==> config.mk <==
export PLATFORM = sky130hd
export DESIGN_NAME = v_upd_arb_flat
export DESIGN_NICKNAME = d
export VERILOG_FILES = /design/src/rtl/v_upd_arb_pkg.sv /design/src/rtl/v_upd_arb_if.sv /design/src/rtl/v_upd_arb_rr.sv /design/src/rtl/v_upd_arb.sv /design/src/flat_wrapper.sv
export SDC_FILE = /design/constraint.sdc
export NUM_CORES = 1
export LEC_CHECK = 0
export CORE_MARGIN = 3
export CORE_UTILIZATION = 43
export CTS_CLUSTER_SIZE = 40
export DETAILED_ROUTE_END_ITERATION = 7
export GPL_TIMING_DRIVEN = 1
export PLACE_DENSITY = 0.88
export SYNTH_ARGS = -nofsm -noshare
export SYNTH_HDL_FRONTEND = slang
export SYNTH_SLANG_ARGS = --single-unit
export TNS_END_PERCENT = 20
==> constraint.sdc <==
create_clock -name clk -period 2.9 [get_ports clk]
set_input_delay 0.29 -clock clk [delete_from_list [all_inputs] [get_ports clk]]
set_output_delay 0.29 -clock clk [all_outputs]
set_load 0.01 [all_outputs]
==> src/rtl/v_upd_arb_pkg.sv <==
// Shared types and sizing for the v update-bus arbiter.
// The optional per-id spacing feature is enabled by the V_UPD_ARB_SPACING_EN macro.
package v_upd_arb_pkg;

    localparam int ID_W      = 4;
    localparam int CMD_W     = 2;
    localparam int KEY_W     = 8;
    localparam int SIZE_W    = 8;
    localparam int UPD_REQ_N = 4;

    typedef logic [ID_W-1:0]   id_t;
    typedef logic [CMD_W-1:0]  cmd_t;
    typedef logic [KEY_W-1:0]  key_t;
    typedef logic [SIZE_W-1:0] size_t;

    typedef enum logic [1:0] {
        BOOT      = 2'd0,
        WAIT_INIT = 2'd1,
        RUN       = 2'd2
    } arb_state_t;

    typedef struct packed {
        id_t   prod_id;
        cmd_t  cmd;
        key_t  key;
        size_t size;
    } upd_t;

endpackage

==> src/rtl/v_upd_arb_if.sv <==
// Requester-side handshake bundle of the v update arbiter.
// Requesters drive the master modport; the arbiter uses the slave modport.
interface v_upd_arb_if
    import v_upd_arb_pkg::*;
#(
    parameter int REQ_N = UPD_REQ_N
);

    logic  [REQ_N-1:0] req_vld;
    id_t   [REQ_N-1:0] req_prod_id;
    cmd_t  [REQ_N-1:0] req_cmd;
    key_t  [REQ_N-1:0] req_key;
    size_t [REQ_N-1:0] req_size;
    logic  [REQ_N-1:0] req_rdy;

    modport master (
        output req_vld, req_prod_id, req_cmd, req_key, req_size,
        input  req_rdy
    );

    modport slave (
        input  req_vld, req_prod_id, req_cmd, req_key, req_size,
        output req_rdy
    );

endinterface

==> src/rtl/v_upd_arb_rr.sv <==
// Combinational round-robin pick: rotate by the pointer, take the lowest set
// bit, then map the position back to a requester index.
module v_upd_arb_rr #(
    parameter  int REQ_N = 4,
    localparam int IDX_W = $clog2(REQ_N)
) (
    input  logic [REQ_N-1:0] req,
    input  logic [IDX_W-1:0] ptr,
    output logic [REQ_N-1:0] gnt,
    output logic [IDX_W-1:0] idx,
    output logic             any
);

    logic [2*REQ_N-1:0] dbl_s;
    logic [REQ_N-1:0]   rot_s;
    logic [IDX_W-1:0]   pick_s;
    logic               found_s;
    logic [IDX_W:0]     sum_s;

    // rotate, priority-pick, unrotate
    always_comb begin
        dbl_s   = {req, req} >> ptr;
        rot_s   = dbl_s[REQ_N-1:0];
        pick_s  = '0;
        found_s = 1'b0;
        for (int k = 0; k < REQ_N; k++) begin
            if (rot_s[k] && !found_s) begin
                pick_s  = IDX_W'(k);
                found_s = 1'b1;
            end else begin
                pick_s  = pick_s;
                found_s = found_s;
            end
        end
        sum_s = {1'b0, ptr} + {1'b0, pick_s};
        if (sum_s >= (IDX_W+1)'(REQ_N)) begin
            idx = IDX_W'(sum_s - (IDX_W+1)'(REQ_N));
        end else begin
            idx = IDX_W'(sum_s);
        end
        any = found_s;
        if (found_s) begin
            gnt = REQ_N'(1) << idx;
        end else begin
            gnt = '0;
        end
    end

endmodule

==> src/rtl/v_upd_arb.sv <==
// Round-robin arbiter for the v list-update bus with boot/init sequencing.
// Define V_UPD_ARB_SPACING_EN to enforce a minimum distance between equal prod_id updates.
module v_upd_arb
    import v_upd_arb_pkg::*;
#(
    parameter  int REQ_N    = UPD_REQ_N,
    parameter  int BOOT_CYC = 2,
    parameter  int SPACING  = 5,
    localparam int IDX_W    = $clog2(REQ_N),
    localparam int BCNT_W   = $clog2(BOOT_CYC + 1)
) (
    input  logic             clk,
    input  logic             rst,
    v_upd_arb_if.slave       req,
    input  logic             i_busy,
    output logic             o_upd_vld_r,
    output id_t              o_upd_prod_id_r,
    output cmd_t             o_upd_cmd_r,
    output key_t             o_upd_key_r,
    output size_t            o_upd_size_r,
    output logic [IDX_W-1:0] o_gnt_idx_r,
    output logic             o_ready_r
);

    arb_state_t        state_r;
    logic [BCNT_W-1:0] boot_cnt_r;
    logic [IDX_W-1:0]  ptr_r;
    logic [REQ_N-1:0]  blocked_s;
    logic [REQ_N-1:0]  cand_s;
    logic [REQ_N-1:0]  gnt_oh_s;
    logic [IDX_W-1:0]  idx_s;
    logic              any_s;
    logic              run_s;
    logic              grant_s;

`ifdef V_UPD_ARB_SPACING_EN
    // An update issued at t blocks its id for t+1..t+SPACING-1, so the history
    // only needs SPACING-1 stages.
    localparam int HIST_D = SPACING - 1;
    logic [HIST_D-1:0] hist_vld_r;
    id_t  [HIST_D-1:0] hist_id_r;

    // issue history, shifted every cycle with a bubble when nothing is granted
    always_ff @(posedge clk) begin
        if (!rst) begin
            hist_vld_r <= '0;
            hist_id_r  <= '0;
        end else begin
            hist_vld_r[0] <= grant_s;
            hist_id_r[0]  <= req.req_prod_id[idx_s];
            for (int k = 1; k < HIST_D; k++) begin
                hist_vld_r[k] <= hist_vld_r[k-1];
                hist_id_r[k]  <= hist_id_r[k-1];
            end
        end
    end

    // requester is blocked while its id is still in the history
    always_comb begin
        blocked_s = '0;
        for (int i = 0; i < REQ_N; i++) begin
            for (int k = 0; k < HIST_D; k++) begin
                blocked_s[i] = blocked_s[i] |
                               (hist_vld_r[k] && (hist_id_r[k] == req.req_prod_id[i]));
            end
        end
    end
`else
    // no spacing: nothing is ever blocked
    always_comb begin
        blocked_s = '0;
    end
`endif

    // candidates and same-cycle accept
    always_comb begin
        cand_s  = req.req_vld & ~blocked_s;
        run_s   = (state_r == RUN) && !i_busy;
        grant_s = run_s && any_s;
        if (run_s) begin
            req.req_rdy = gnt_oh_s;
        end else begin
            req.req_rdy = '0;
        end
    end

    v_upd_arb_rr #(
        .REQ_N (REQ_N)
    ) u_rr (
        .req (cand_s),
        .ptr (ptr_r),
        .gnt (gnt_oh_s),
        .idx (idx_s),
        .any (any_s)
    );

    // start-up FSM, RR pointer and registered update bus
    always_ff @(posedge clk) begin
        if (!rst) begin
            state_r         <= BOOT;
            boot_cnt_r      <= '0;
            ptr_r           <= '0;
            o_upd_vld_r     <= 1'b0;
            o_upd_prod_id_r <= '0;
            o_upd_cmd_r     <= '0;
            o_upd_key_r     <= '0;
            o_upd_size_r    <= '0;
            o_gnt_idx_r     <= '0;
            o_ready_r       <= 1'b0;
        end else begin
            case (state_r)
                BOOT: begin
                    if (boot_cnt_r == BCNT_W'(BOOT_CYC - 1)) begin
                        state_r <= WAIT_INIT;
                    end else begin
                        boot_cnt_r <= boot_cnt_r + BCNT_W'(1);
                    end
                end
                WAIT_INIT: begin
                    if (!i_busy) begin
                        state_r   <= RUN;
                        o_ready_r <= 1'b1;
                    end else begin
                        state_r <= WAIT_INIT;
                    end
                end
                RUN: begin
                    if (i_busy) begin
                        state_r   <= WAIT_INIT;
                        o_ready_r <= 1'b0;
                    end else begin
                        state_r <= RUN;
                    end
                end
                default: begin
                    state_r   <= BOOT;
                    o_ready_r <= 1'b0;
                end
            endcase
            o_upd_vld_r <= grant_s;
            if (grant_s) begin
                o_upd_prod_id_r <= req.req_prod_id[idx_s];
                o_upd_cmd_r     <= req.req_cmd[idx_s];
                o_upd_key_r     <= req.req_key[idx_s];
                o_upd_size_r    <= req.req_size[idx_s];
                o_gnt_idx_r     <= idx_s;
                if (idx_s == IDX_W'(REQ_N - 1)) begin
                    ptr_r <= '0;
                end else begin
                    ptr_r <= idx_s + IDX_W'(1);
                end
            end else begin
                ptr_r <= ptr_r;
            end
        end
    end

endmodule

==> src/flat_wrapper.sv <==
// flat-port wrapper written by rule: the top's interface ports become plain ports
module v_upd_arb_flat import v_upd_arb_pkg::*;
#(
    parameter  int REQ_N    = UPD_REQ_N,
    parameter  int BOOT_CYC = 2,
    parameter  int SPACING  = 5,
    localparam int IDX_W    = $clog2(REQ_N),
    localparam int BCNT_W   = $clog2(BOOT_CYC + 1)
)
  (clk, rst, i_busy, o_upd_vld_r, o_upd_prod_id_r, o_upd_cmd_r, o_upd_key_r, o_upd_size_r, o_gnt_idx_r, o_ready_r, req_req_vld, req_req_prod_id, req_req_cmd, req_req_key, req_req_size, req_req_rdy);
  v_upd_arb_if #(.REQ_N(REQ_N)) req_i ();
  input  logic clk;
  input  logic rst;
  input  logic i_busy;
  output logic o_upd_vld_r;
  output id_t o_upd_prod_id_r;
  output cmd_t o_upd_cmd_r;
  output key_t o_upd_key_r;
  output size_t o_upd_size_r;
  output logic [IDX_W-1:0] o_gnt_idx_r;
  output logic o_ready_r;
  input wire logic [$bits(req_i.req_vld)-1:0] req_req_vld;
  input wire logic [$bits(req_i.req_prod_id)-1:0] req_req_prod_id;
  input wire logic [$bits(req_i.req_cmd)-1:0] req_req_cmd;
  input wire logic [$bits(req_i.req_key)-1:0] req_req_key;
  input wire logic [$bits(req_i.req_size)-1:0] req_req_size;
  output wire logic [$bits(req_i.req_rdy)-1:0] req_req_rdy;
  assign req_i.req_vld = req_req_vld;
  assign req_i.req_prod_id = req_req_prod_id;
  assign req_i.req_cmd = req_req_cmd;
  assign req_i.req_key = req_req_key;
  assign req_i.req_size = req_req_size;
  assign req_req_rdy = req_i.req_rdy;
  v_upd_arb #(.REQ_N(REQ_N), .BOOT_CYC(BOOT_CYC), .SPACING(SPACING)) u_core (.clk(clk), .rst(rst), .req(req_i), .i_busy(i_busy), .o_upd_vld_r(o_upd_vld_r), .o_upd_prod_id_r(o_upd_prod_id_r), .o_upd_cmd_r(o_upd_cmd_r), .o_upd_key_r(o_upd_key_r), .o_upd_size_r(o_upd_size_r), .o_gnt_idx_r(o_gnt_idx_r), .o_ready_r(o_ready_r));
endmodule
==> impl_results.md, run 1 <==
- Outcome: completed
- Clock Skews: about 0.0042 ns
- Post-synthesis mux area share: around a quarter
- Die height: ~88 um
- Via density: between 5 and 6
- Unrepaired setup endpoints after global routing: no
- Htree depth: 2
- Startpoint Class: primary input
- Most used flip-flop cell after synthesis: dfxtp_1
- Via count: a little under 3,000
- Mapped Cells: around 330
- Leak: between 1.5 and 2 nW
- CTS root buffer: clkbuf_8
- ANT nets after route: 0
- Final cycle utilization of the critical path: ~96%
- Buffers on Ports: about 120
- # clock sinks: 32
- Final min period: ~2.8 ns
- DP HPWL: 6570 um
- Worst-skew pair later-pin latency: ~0.28 ns
- Critical Path Stages: 12
- Ports: around 130
- Vias in the first global route: approximately 2,900
- WHS Path Cells: 2
- Bufs and invs on worst path: 5
- TritonCTS buffer count: 5
- Ys Warns: 0
- N_diodes: 0
- Slew Limit Headroom: a little under two thirds
- DIE AREA: roughly 0.0078 mm2
- WL/cell: roughly 17 um
- Mapped Area: ~0.0029 mm2
- Area growth, synth to finish: 51.0%
- Worst vdd rail ir drop: 0.000428 V
- Largest net degree at the start of global routing: 45
- Sequential share of the synthesized area: approximately 22%
- Crit-path cells: clkdlybuf4s50_1 -> inv_1 -> buf_4 -> nand3_1 -> o311a_1 -> o211ai_1 -> ha_2 -> xnor2_2 -> xnor2_2 -> buf_4 -> nor3_1 -> clkdlybuf4s15_1
- Slowest Stage Delay on Critical Path: around 0.5 ns
- Max-cap violations: 0
- Core Area: around 0.0065 mm2
- Worst Hold Class: flip-flop to flip-flop
- TritonCTS clock tree: yes
- Largest family of logic cells by synthesized area: simple AND/OR/NAND/NOR gates
- Grt met2 use: 37.6%
- Final setup viols: 0
- Placer Congestion: between 0.7 and 0.8
- Final wirelength: roughly 8900 um
- Grt met3 use: about 4.1%
- Maximum clock path buffer count: 2
- Total grt overflow: 0
- Layout cell share with drive strength beyond 1: around 15%
- Final Util: ~68%
- First-pass GRT wire length: approximately 14,000 um
- Post-Synth Simple-Gate Area: roughly 26%
- Crit path arrival time: between 2 and 3 ns
- Syn Nets: about 440
- Avg Cell Area, Syn: 8.71 um2
- Library cells used by synthesis: 39
- Slowest-stage cell, CP: clkdlybuf4s50_1
- EDFF count, synth: 0
- Non-filler cells, final: roughly 540
- Asr flop ratio synth: 0%
- Slew @ Worst Pin: around 0.54 ns
- Clk slew on worst S/H paths: about 0.070 ns
- Adder-Cell Fraction of Synth Area: 3.01%
- Crit path max fanout: 3
- Setup CP Type: primary input to output pin
- Critical path endpoint category: output pin
- DRC viols: 0
- Initial antenna violation count: 0
- Initial Util: between 40% and 50%
- Chip Width: roughly 88 um
- Busiest metal layer after global routing: met2
- Number of synthesized register bits: 32
- Final Hold Vio Count: 0
- Reg2reg path depth: 9
- FP Rows: 29
- Top delay family on crit path: buffers and inverters
- Initial DRC Count: 95
- GRT Total Usage: between 20% and 30%
- NumNets Final: between 500 and 600
- Router iterations before antenna repair: 4
- Synth Area in XOR/XNOR: under 10%
- Pwr/cell area: about 360 mW/mm2
- Final Max Slew Viols: 0
- Placed Cells: approximately 530
- Global-route met1 utilization: 26.6%
- Critical Path RT: ~2.6 ns
- Max Clock Freq: 357 MHz
- Complex-gate fraction of the synthesized area: 16.9%
[sequential cells by signal, summed over array words and instances (netlist names)]
register / count
u_core.ptr_r: 2
u_core.o_upd_cmd_r: 2
u_core.o_upd_size_r: 8
u_core.o_upd_prod_id_r: 4
u_core.o_upd_vld_r: 1
u_core.state_r: 2
u_core.o_ready_r: 1
u_core.boot_cnt_r: 2
u_core.o_gnt_idx_r: 2
u_core.o_upd_key_r: 8
[power by group]
| group | total (mW) | switching (mW) | internal (mW) |
|---|---|---|---|
| combinational | 0.654 | 0.301 | 0.354 |
| clock | 0.421 | 0.166 | 0.255 |
| sequential | 0.496 | 0.0247 | 0.472 |
| total | 1.57 | 0.491 | 1.08 |
[final cells by class]
cell class	instances	area, um2
sequential	32	641
clock inverter	2	35.0
tap	77	96.3
inverter	5	18.8
fill	546	2060
timing repair buffer	149	1450
multi-input combinational	264	2080
clock buffer	6	72.6
[per-stage QoR]
stage / setup WS [ns] / area, um2 / hold slack (ns) / total power [mW] / TNS [ns]
after floorplan: 0.399 / 2910 / 0.444 / 0.907 / 0
after global placement: -0.238 / 4260 / 0.455 / 1.13 / -0.832
after detailed placement: -0.312 / 4260 / 0.471 / 1.16 / -2.06
after CTS: 0.0477 / 4380 / 0.481 / 1.58 / 0
after global routing: 0.00625 / 4400 / 0.509 / 1.66 / 0
final: 0.103 / 4400 / 0.473 / 1.57 / 0
[kinds of logic after synthesis]
family,after synthesis
XOR/XNOR,4
adder cells (fa/ha/maj),7
AO/OA/AOI/OAI,38
multiplexers,68
flip-flops,32
AND/OR/NAND/NOR,147
buffers and inverters,38
[worst min-delay path, cell delays in order (launching register included)]
cell and delay, ns:
dfxtp_1 0.31, nand2_1 0.05, a21boi_0 0.07
[layer usage]
| layer | up-vias | wire length [um] | share of wire (%) |
|---|---|---|---|
| met5 | - | 0 | 0 |
| met4 | 0 | 231 | 2.6 |
| met3 | 17 | 492 | 5.5 |
| met2 | 88 | 4560 | 51 |
| met1 | 1414 | 3640 | 41 |
| li1 | 1464 | - | - |
[final timing paths]
kind                                                             to  slack [ns]                          startpoint
worst max-delay path                                 req_req_rdy[0]        0.10                      req_req_vld[3]
worst min-delay path             u_core.o_gnt_idx_r[0]$_SDFFE_PN0P_        0.47  u_core.o_gnt_idx_r[0]$_SDFFE_PN0P_
worst max register to register  u_core.o_upd_size_r[3]$_SDFFE_PN0P_        0.25        u_core.ptr_r[0]$_SDFFE_PN0P_
worst min register to register   u_core.o_gnt_idx_r[0]$_SDFFE_PN0P_        0.47  u_core.o_gnt_idx_r[0]$_SDFFE_PN0P_
[timing repair]
action | 4_1_cts | 5_1_grt
endpoints found under the setup margin | 4 | 9
resized for setup | 6 | 7
hold endpoints to repair | 0 | 0
setup buffers | 1 | 1
pin swaps | 1 | 3
hold buffers | 0 | 0
[cells in the mapped netlist (4+ instances only)]
master | instances | area [um2]
and3_1 | 42 | 263
buf_2 | 8 | 40.0
buf_6 | 4 | 45.0
clkbuf_1 | 15 | 56.3
dfxtp_1 | 32 | 641
ha_1 | 7 | 87.6
inv_1 | 5 | 18.8
mux2i_1 | 68 | 681
nand2_1 | 52 | 195
nand3_1 | 23 | 115
nor2_1 | 9 | 33.8
nor2b_1 | 4 | 25.0
o41ai_2 | 21 | 342
[placed cells by master (no fill, tap or decap), drive strengths merged, types with 7 or more instances in the layout]
cell type,Yosys,layout
o41ai,22,22
buf,18,25
clkdlybuf4s50,0,118
and3,44,44
nand3,23,23
dfxtp,32,32
nor2,9,9
ha,7,7
nand2,52,52
clkbuf,15,7
mux2i,68,68
Power figures use the tool's default switching activity.
==> inputs of run 2 (changes only) <==
--- a/config.mk
+++ b/config.mk
@@ -5,12 +5,14 @@
 export SDC_FILE = /design/constraint.sdc
 export NUM_CORES = 1
 export LEC_CHECK = 0
+export ABC_CLOCK_PERIOD_IN_PS = 2900
 export CORE_MARGIN = 3
 export CORE_UTILIZATION = 43
 export CTS_CLUSTER_SIZE = 40
 export DETAILED_ROUTE_END_ITERATION = 7
 export GPL_TIMING_DRIVEN = 1
 export PLACE_DENSITY = 0.88
+export SKIP_CTS_REPAIR_TIMING = 1
 export SYNTH_ARGS = -nofsm -noshare
 export SYNTH_HDL_FRONTEND = slang
 export SYNTH_SLANG_ARGS = --single-unit
==> run 2 against run 1 <==
- worst hold slack lost 0.00074 ns
- highest routed layer unchanged
- via count shrank 0.30%
- sequential share of layout area is essentially flat
- flip-flop and latch count is the same
- routed wire length shrank 0.67%
- clock skew grew 0.0025 ns
- total power is essentially flat
- worst setup slack gained 0.045 ns
- combinational power is essentially flat
- sequential power is essentially flat
- non-clock buffer count shrank 2
- design area is essentially flat
==> impl_results.md, run 2 (synthesis gave the netlist of run 1 again) <==
- Critical Path RT: 2.61 ns (about the same)
- Max Clock Freq: 363 MHz (was 357 MHz)
- NumNets Final: 557 (was 559)
- Startpoint Class: primary input (unchanged)
- Reg-to-reg slack, setup: 0.25 ns (about the same)
- FP Rows: 29 (unchanged)
- TritonCTS buffer count: 5 (unchanged)
- Crit path arrival time: 2.46 ns (was 2.51 ns)
- Setup slack after layout: 0.148 ns (was 0.103 ns)
- Final Hold Vio Count: 0 (unchanged)
- Via density: 5.58 (about the same)
- Final cycle utilization of the critical path: 94.9% (was 96.5%)
- Final min period: 2.75 ns (was 2.80 ns)
- Worst vdd rail ir drop: 0.000428 V (about the same)
- Outcome: completed (unchanged)
- Router iterations before antenna repair: 5 (was 4)
- Via count: 2,974 (was 2,983)
- DRC viols: 0 (unchanged)
- Slew @ Worst Pin: 0.536 ns (was 0.543 ns)
- Final setup viols: 0 (unchanged)
- Largest regs: u_core.o_upd_key_r: 8 flops, u_core.o_upd_size_r: 8 flops, u_core.o_upd_prod_id_r: 4 flops (unchanged)
- Placer Congestion: 0.800 (unchanged)
- Initial Util: 45.1% (unchanged)
- Non-filler cells, final: 533 (was 535)
- Worst Hold Class: flip-flop to flip-flop (unchanged)
- First-pass GRT wire length: 13,500 um (was 13,600 um)
- Setup CP Type: primary input to output pin (unchanged)
- # clock sinks: 32 (unchanged)
- Slew Limit Headroom: 64.3% (was 63.8%)
- Final wirelength: 8860 um (was 8920 um)
- Max-cap violations: 0 (unchanged)
- Initial antenna violation count: 0 (unchanged)
- Final Max Slew Viols: 0 (unchanged)
- Ports: 125 (unchanged)
- Total grt overflow: 0 (unchanged)
- CTS root buffer: clkbuf_8 (unchanged)
- Vias in the first global route: 2,849 (was 2,857)
- Die height: 88.3 um (unchanged)
- DIE AREA: 0.00779 mm2 (unchanged)
- Buffers on Ports: 124 (unchanged)
- Placed Cells: 525 (unchanged)
- Clock Skews: 0.00664 ns (was 0.00417 ns)
- ANT nets after route: 0 (unchanged)
- Unrepaired setup endpoints after global routing: no (unchanged)
- Area growth, synth to finish: 51.2% (was 51.0%)
- Maximum clock path buffer count: 2 (unchanged)
- GRT Total Usage: 21.7% (was 21.8%)
- Core Area: 0.00646 mm2 (unchanged)
- Layout cell share with drive strength beyond 1: 14.0% (was 14.6%)
- Commonest non-fill, non-tap cell in the layout: clkdlybuf4s50_1 (unchanged)
- DP Worst Slack: -0.312 ns (unchanged)
- WL/cell: 16.6 um (was 16.7 um)
- Crit path max fanout: 5 (was 3)
- Most frequent cells in the layout: clkdlybuf4s50_1, mux2i_1, nand2_1 (unchanged)
- Critical path endpoint category: output pin (unchanged)
- Pwr/cell area: 357 mW/mm2 (was 358 mW/mm2)
- N_diodes: 0 (unchanged)
- Clk slew on worst S/H paths: 0.07 ns (about the same)
- Total power: 1.57 mW (about the same)
- TritonCTS clock tree: yes (unchanged)
- Initial DRC Count: 94 (was 95)
- Htree depth: 2 (unchanged)
- Worst-skew pair later-pin latency: 0.28 ns (about the same)
- Chip Width: 88.3 um (unchanged)
- DP HPWL: 6570 um (unchanged)
- Largest net degree at the start of global routing: 45 (unchanged)
- Leak: 2.05 nW (was 2.00 nW)
## run 2: cell types whose count changed in the layout (fill, tap and decap cells not counted)
cell	change
clkdlybuf4s50_1	+1
dlymetal6s2s_1	+4
clkdlybuf4s15_1	-1
clkbuf_2	-1
buf_4	-2
dlygate4sd2_1	-3
## run 2: final timing paths
check / start / endpoint / cells after the start
setup / recovery: req_req_vld[2] / req_req_rdy[3] / 9
hold reg to reg: u_core.o_gnt_idx_r[0]$_SDFFE_PN0P_ / u_core.o_gnt_idx_r[0]$_SDFFE_PN0P_ / 2
hold / removal: u_core.o_gnt_idx_r[0]$_SDFFE_PN0P_ / u_core.o_gnt_idx_r[0]$_SDFFE_PN0P_ / 2
setup reg to reg: u_core.ptr_r[0]$_SDFFE_PN0P_ / u_core.o_upd_size_r[3]$_SDFFE_PN0P_ / 9
## run 2: per-layer routing
metal / vias up / GRT usage [%] / share of wire, % / wire length, um
met5: - / 0 / 0 / 0
met4: 0 / 8.79 / 2.1 / 188
met3: 12 / 4.10 / 6.0 / 534
met2: 92 / 37.4 / 51 / 4520
met1: 1408 / 26.4 / 41 / 3620
li1: 1462 / - / - / -
## run 2: area by class of cell
cell class / count / area [um2]
clock buffer: 6 / 72.6
clock inverter: 2 / 35.0
fill: 550 / 2060
inverter: 5 / 18.8
multi-input combinational: 264 / 2080
sequential: 32 / 641
tap: 77 / 96.3
timing repair buffer: 147 / 1460
## run 2: where the power goes
part	switching, mW	total, mW	internal, mW
combinational	0.299	0.653	0.353
clock	0.166	0.421	0.255
sequential	0.0251	0.497	0.472
## run 2: critical path: stages
cell	delay [ns]
clkdlybuf4s50_1	0.49
or4_1	0.51
o211ai_1	0.13
ha_2	0.24
xnor2_2	0.15
xnor2_2	0.16
ha_2	0.21
and2_1	0.13
dlymetal6s2s_1	0.16
## run 2: stage by stage
stage | hold slack (ns) | cell area [um2] | utilization [%] | setup TNS (ns)
final | 0.473 | 4400 | 68.1 | 0
after global routing | 0.509 | 4400 | 68.1 | 0
after CTS | 0.481 | 4370 | 67.6 | -0.948
after detailed placement | 0.471 | 4260 | 65.9 | -2.06
after global placement | 0.455 | 4260 | 65.9 | -0.832
after floorplan | 0.444 | 2910 | - | 0
